$ cat config.mk
export PLATFORM = sky130hd
export DESIGN_NAME = sc_regshift_out
export DESIGN_NICKNAME = d
export VERILOG_FILES = /design/src/rtl/sc_regshift_pkg.sv /design/src/rtl/sc_regshift_tick.sv /design/src/rtl/sc_regshift_out.sv
export SDC_FILE = /design/constraint.sdc
export NUM_CORES = 1
export LEC_CHECK = 0
export CORE_MARGIN = 2
export CORE_UTILIZATION = 40
export CTS_BUF_LIST = sky130_fd_sc_hd__clkbuf_8
export CTS_CLUSTER_SIZE = 25
export DETAILED_ROUTE_END_ITERATION = 8
export PLACE_DENSITY = 0.64
export RECOVER_POWER = 50
export REMOVE_ABC_BUFFERS = 1
export SYNTH_ARGS = -nofsm -noshare
export SYNTH_HDL_FRONTEND = slang
export SYNTH_SLANG_ARGS = --single-unit
$ cat constraint.sdc
create_clock -name SC_REGSHIFT_OUT_CLOCK_50 -period 1.72 [get_ports SC_REGSHIFT_OUT_CLOCK_50]
set_input_delay 0.344 -clock SC_REGSHIFT_OUT_CLOCK_50 [delete_from_list [all_inputs] [get_ports SC_REGSHIFT_OUT_CLOCK_50]]
set_output_delay 0.344 -clock SC_REGSHIFT_OUT_CLOCK_50 [all_outputs]
set_load 0.1 [all_outputs]
$ cat src/rtl/sc_regshift_pkg.sv
// Shared definitions for the serial readout datapath: state encoding,
// line idle level and the bit-cycle counter width helper.
package sc_regshift_pkg;

    // 3-bit state encoding; PARITY is only reachable when parity is built in
    localparam logic [2:0] IDLE   = 3'd0;
    localparam logic [2:0] START  = 3'd1;
    localparam logic [2:0] DATA   = 3'd2;
    localparam logic [2:0] PARITY = 3'd3;
    localparam logic [2:0] STOP   = 3'd4;
    localparam logic [2:0] DONE   = 3'd5;

    // Serial line level when no frame is being sent
    localparam logic IDLE_LEVEL = 1'b1;

    // Width of a counter that spans 0..cycles-1, never narrower than one bit
    function automatic int unsigned cntWidth(input int unsigned cycles);
        return (cycles <= 1) ? 1 : $clog2(cycles);
    endfunction

endpackage

$ cat src/rtl/sc_regshift_tick.sv
// Bit-cycle counter: counts 0..BitCycles-1 and wraps, flagging the last
// cycle of each serial bit. Held at zero while clear_i is high.
module sc_regshift_tick
    import sc_regshift_pkg::*;
#(
    parameter int unsigned BitCycles = 4
) (
    input  logic clk_i,
    input  logic rst_ni,
    input  logic clear_i,
    output logic bitEnd_o
);

    localparam int unsigned CntW = cntWidth(BitCycles);
    localparam logic [CntW-1:0] CntMax = CntW'(BitCycles - 1);

    logic [CntW-1:0] cntQ;
    logic [CntW-1:0] cntD;

    // Last cycle of the current bit
    always_comb begin
        bitEnd_o = (cntQ == CntMax);
    end

    // Next count: clear, wrap at the end of a bit, otherwise advance
    always_comb begin
        cntD = cntQ + 1'b1;
        if (clear_i || bitEnd_o) begin
            cntD = '0;
        end
    end

    // Counter register
    always_ff @(posedge clk_i or negedge rst_ni) begin
        if (!rst_ni) begin
            cntQ <= '0;
        end else begin
            cntQ <= cntD;
        end
    end

endmodule

$ cat src/rtl/sc_regshift_out.sv
// Serial readout of the parallel register bus: UART-like frame, LSB first,
// BIT_CYCLES clocks per bit, started by an active-low request in IDLE.
// Optional even-parity bit between data and stop: SC_REGSHIFT_OUT_PARITY_EN.
module sc_regshift_out
    import sc_regshift_pkg::*;
#(
    parameter int unsigned DATAWIDTH  = 8,
    parameter int unsigned BIT_CYCLES = 4
) (
    input  logic                 SC_REGSHIFT_OUT_CLOCK_50,
    input  logic                 SC_REGSHIFT_OUT_RESET_InLow,
    input  logic                 SC_REGSHIFT_OUT_start_InLow,
    input  logic [DATAWIDTH-1:0] SC_REGSHIFT_OUT_data_InBUS,
    output logic                 SC_REGSHIFT_OUT_serial_Out,
    output logic                 SC_REGSHIFT_OUT_busy_Out,
    output logic                 SC_REGSHIFT_OUT_done_OutLow
);

    localparam int unsigned IdxW = $clog2(DATAWIDTH) + 1;
    localparam logic [IdxW-1:0] LastIdx = IdxW'(DATAWIDTH - 1);

    logic [2:0]           stateQ, stateD;
    logic [DATAWIDTH-1:0] shiftQ, shiftD;
    logic [IdxW-1:0]      idxQ, idxD;
    logic                 serialQ, serialD;
    logic                 busyQ, busyD;
    logic                 doneQ, doneD;
    logic                 bitEnd;
    logic                 tickClear;
`ifdef SC_REGSHIFT_OUT_PARITY_EN
    logic                 parityQ, parityD;
`endif

    // Bit timing only runs while a bit is on the line
    always_comb begin
        tickClear = (stateQ == IDLE) || (stateQ == DONE);
    end

    sc_regshift_tick #(
        .BitCycles (BIT_CYCLES)
    ) u_tick (
        .clk_i    (SC_REGSHIFT_OUT_CLOCK_50),
        .rst_ni   (SC_REGSHIFT_OUT_RESET_InLow),
        .clear_i  (tickClear),
        .bitEnd_o (bitEnd)
    );

    // Frame sequencing, word capture and shifting
    always_comb begin
        stateD = stateQ;
        shiftD = shiftQ;
        idxD   = idxQ;
`ifdef SC_REGSHIFT_OUT_PARITY_EN
        parityD = parityQ;
`endif
        case (stateQ)
            IDLE: begin
                if (!SC_REGSHIFT_OUT_start_InLow) begin
                    shiftD = SC_REGSHIFT_OUT_data_InBUS;
                    idxD   = '0;
`ifdef SC_REGSHIFT_OUT_PARITY_EN
                    parityD = ^SC_REGSHIFT_OUT_data_InBUS;
`endif
                    stateD = START;
                end
            end
            START: begin
                if (bitEnd) begin
                    stateD = DATA;
                end
            end
            DATA: begin
                if (bitEnd) begin
                    shiftD = shiftQ >> 1;
                    idxD   = idxQ + 1'b1;
                    if (idxQ == LastIdx) begin
`ifdef SC_REGSHIFT_OUT_PARITY_EN
                        stateD = PARITY;
`else
                        stateD = STOP;
`endif
                    end
                end
            end
`ifdef SC_REGSHIFT_OUT_PARITY_EN
            PARITY: begin
                if (bitEnd) begin
                    stateD = STOP;
                end
            end
`endif
            STOP: begin
                if (bitEnd) begin
                    stateD = DONE;
                end
            end
            DONE: begin
                stateD = IDLE;
            end
            default: begin
                stateD = IDLE;
            end
        endcase
    end

    // Outputs decoded from the next state so they are registered yet aligned
    always_comb begin
        case (stateD)
            START:   serialD = 1'b0;
            DATA:    serialD = shiftD[0];
`ifdef SC_REGSHIFT_OUT_PARITY_EN
            PARITY:  serialD = parityD;
`endif
            default: serialD = IDLE_LEVEL;
        endcase
        busyD = (stateD != IDLE);
        doneD = (stateD != DONE);
    end

    // State and output registers; reset abandons any partial frame
    always_ff @(posedge SC_REGSHIFT_OUT_CLOCK_50 or negedge SC_REGSHIFT_OUT_RESET_InLow) begin
        if (!SC_REGSHIFT_OUT_RESET_InLow) begin
            stateQ  <= IDLE;
            shiftQ  <= '0;
            idxQ    <= '0;
            serialQ <= IDLE_LEVEL;
            busyQ   <= 1'b0;
            doneQ   <= 1'b1;
`ifdef SC_REGSHIFT_OUT_PARITY_EN
            parityQ <= 1'b0;
`endif
        end else begin
            stateQ  <= stateD;
            shiftQ  <= shiftD;
            idxQ    <= idxD;
            serialQ <= serialD;
            busyQ   <= busyD;
            doneQ   <= doneD;
`ifdef SC_REGSHIFT_OUT_PARITY_EN
            parityQ <= parityD;
`endif
        end
    end

    assign SC_REGSHIFT_OUT_serial_Out  = serialQ;
    assign SC_REGSHIFT_OUT_busy_Out    = busyQ;
    assign SC_REGSHIFT_OUT_done_OutLow = doneQ;

endmodule

==> results of run 1 <==
-- report_power, final --
part	internal [uW]	switching, uW	total (uW)
combinational	312	381	694
sequential	640	147	788
clock	204	147	351
total	1160	676	1830
-- path summary, 6_finish.rpt --
path,slack [ns],depth (start not counted),startpoint,endpoint
worst max-delay path,0.20,4,stateQ[1],shiftQ[7]
worst min-delay path,0.44,1,u_tick.cntQ[0],u_tick.cntQ[0]
worst max register to register,0.20,4,stateQ[1],shiftQ[7]
worst min register to register,0.44,1,u_tick.cntQ[0],u_tick.cntQ[0]
max in group asynchronous,0.29,2,SC_REGSHIFT_OUT_RESET_InLow,idxQ[3]
min in group asynchronous,0.79,2,SC_REGSHIFT_OUT_RESET_InLow,idxQ[0]
-- metrics by stage --
stage / utilization, % / area [um^2] / power (uW) / setup WS (ns)
after detailed placement: 51.8 / 1160 / 1490 / 0.0112
after global routing: 54.1 / 1210 / 1960 / 0.0855
after global placement: 51.8 / 1160 / 1470 / 0.0857
final: 54.1 / 1210 / 1830 / 0.205
after floorplan: - / 908 / 1230 / 0.178
after CTS: 54.2 / 1210 / 1860 / 0.191
-- metal layers --
layer	vias up	share of wire, %	GRT usage [%]
met1	331	44	17.4
met3	2	3.6	2.54
met2	14	51	27.5
met4	0	1.2	7.69
met5	-	0	0
li1	343	-	-
-- sequential cells by signal, indices dropped and copies added (netlist names) --
name and flops:
stateQ 3, SC_REGSHIFT_OUT_serial_Out 1, shiftQ 8, SC_REGSHIFT_OUT_done_OutLow 1, u_tick.cntQ 2, SC_REGSHIFT_OUT_busy_Out 1
idxQ 4
-- synth_stat cells, types with 2 or more instances --
master   number  area, um^2
dfrtp_1      18         450
nand2_1      16        60.1
a22oi_1       7        52.6
inv_1         7        26.3
nor2_1        4        15.0
o21ai_0       4        20.0
a21oi_1       3        15.0
buf_6         3        33.8
a22o_2        2        20.0
a22oi_2       2        25.0
buf_4         2        15.0
dfstp_2       2        52.6
ha_1          2        25.0
nand3_1       2        10.0
nor3b_1       2        15.0
xor2_1        2        17.5
-- layout make-up --
| class | instances | area (um^2) | share of cell area, % |
|---|---|---|---|
| Clock buffer | 4 | 55.1 | 4.56 |
| Inverter | 7 | 26.3 | 2.18 |
| Multi-Input combinational cell | 56 | 379 | 31.4 |
| Sequential cell | 20 | 503 | 41.7 |
| Tap cell | 28 | 35.0 | 2.90 |
| Timing Repair Buffer | 20 | 209 | 17.3 |
-- kinds of logic after synthesis --
family	Yosys count
AO/OA/AOI/OAI	22
XOR/XNOR	2
buffers and inverters	13
flip-flops	20
adder cells (fa/ha/maj)	2
AND/OR/NAND/NOR	30
==> impl_metrics.json, run 1 <==
{
  "status": "completed",
  "worst-path-buf-inv": 1,
  "slew_headroom_pct": 29.4,
  "firstDrtPassIters": 4,
  "postCtsSetupBuffers": 0,
  "cp.required_ns": 1.87,
  "final_common_cell": "dfrtp_1",
  "wl_per_cell_um": 13.2,
  "period_needed_ns": 1.52,
  "synth-edff-count": 0,
  "clockBufferDepth": 2,
  "antenna_found_initial": 0,
  "fillers": 221,
  "syn_area_per_cell_um2": 10.8,
  "drv_slew": 0,
  "layout-drive-gt1-share_pct": 21.5,
  "ys.flop_type": "dfrtp_1",
  "cp-end-kind": "flop",
  "cts.clk_slew.worst_paths_ns": 0.07,
  "die_x_um": 53.0,
  "worstPathArrival_ns": 1.66,
  "final.period_utilization_pct": 88.1,
  "start_util_pct": 43.1,
  "h-tree-depth": 1,
  "cts_sinks": 20,
  "root_buffer": "clkbuf_8",
  "drc": 0,
  "fin_nets": 121,
  "powerDensity_nw_per_um2": 1520,
  "synthAdderAreaFrac_pct": 2.60,
  "critical-path-top-delay-family": "simple AND/OR/NAND/NOR gates",
  "p_leak_uw": 0.000563,
  "hpwl_um": 1310,
  "grt_max_degree": 21,
  "synthMuxAreaShare_pct": 0,
  "ys_warn_count": 0,
  "synth.cell_area_um2": 962,
  "synth-xor-area-share_pct": 1.82,
  "worst_pin_slew_ns": 1.06,
  "ys_seq_area_share_pct": 52.3,
  "synth_top_family_by_area": "compound AO/OA/AOI/OAI gates",
  "synthArstFlopShare_pct": 100,
  "row_count": 17,
  "cts_buffers": 3,
  "stdcell_count": 135,
  "max_stage_delay_ns": 0.49,
  "gp_congestion": 0.727,
  "num_io_pins": 14,
  "critical_path_class": "flop to flop",
  "hold_violations": 0,
  "ys_ff_latch": 20,
  "core_area_um2": 2230,
  "grt_pass1_wl_um": 3060,
  "drv_cap": 0,
  "track_usage_pct": 15.4,
  "rsz0062_at_grt": "no",
  "cp_max_fo": 10,
  "drt_iter0_drc": 8,
  "fin_hold_ws_ns": 0.441,
  "start_kind": "flop",
  "ir_drop_uv": 769,
  "gr-total-overflow": 0,
  "ant_nets": 0,
  "postCtsResizedCells": 0,
  "via_per_inst": 5.11,
  "area_growth_pct": 25.5,
  "num_antenna_cells": 0,
  "clk_latency_ns": 0.26,
  "cts_tree": "done",
  "first_global_vias": 699,
  "synth_compound_area_share_pct": 18.2,
  "fmax_mhz": 660,
  "setup_tns_ns": 0,
  "cp_slowest_cell": "dfrtp_1",
  "via_count": 690,
  "io_buffers": 13,
  "wl_um": 1790,
  "synthCells": 89,
  "path_cells": "nor4_4 > nor2_2 > buf_4 > a22o_2",
  "synth_cell_type_count": 27,
  "die_h_um": 53.0,
  "layout_common_cells": "dfrtp_1, nand2_1, clkdlybuf4s50_1",
  "synthSimpleGateAreaFrac_pct": 16.8,
  "cts.hold.buffers_added": 0,
  "min_path_type": "flop to flop",
  "setup_viol": 0,
  "placed_cells": 131,
  "skew_ns": 0.00189,
  "fp.dieArea_um2": 2810
}
No activity file was read; power rests on OpenSTA's default activity.
==> inputs of run 2 (changes only) <==
--- a/config.mk
+++ b/config.mk
@@ -16,3 +16,4 @@
 export SYNTH_ARGS = -nofsm -noshare
 export SYNTH_HDL_FRONTEND = slang
 export SYNTH_SLANG_ARGS = --single-unit
+export TNS_END_PERCENT = 50
==> results of run 2 <==
Same layout as run 1: the final DEF is identical, and so are final timing and power.
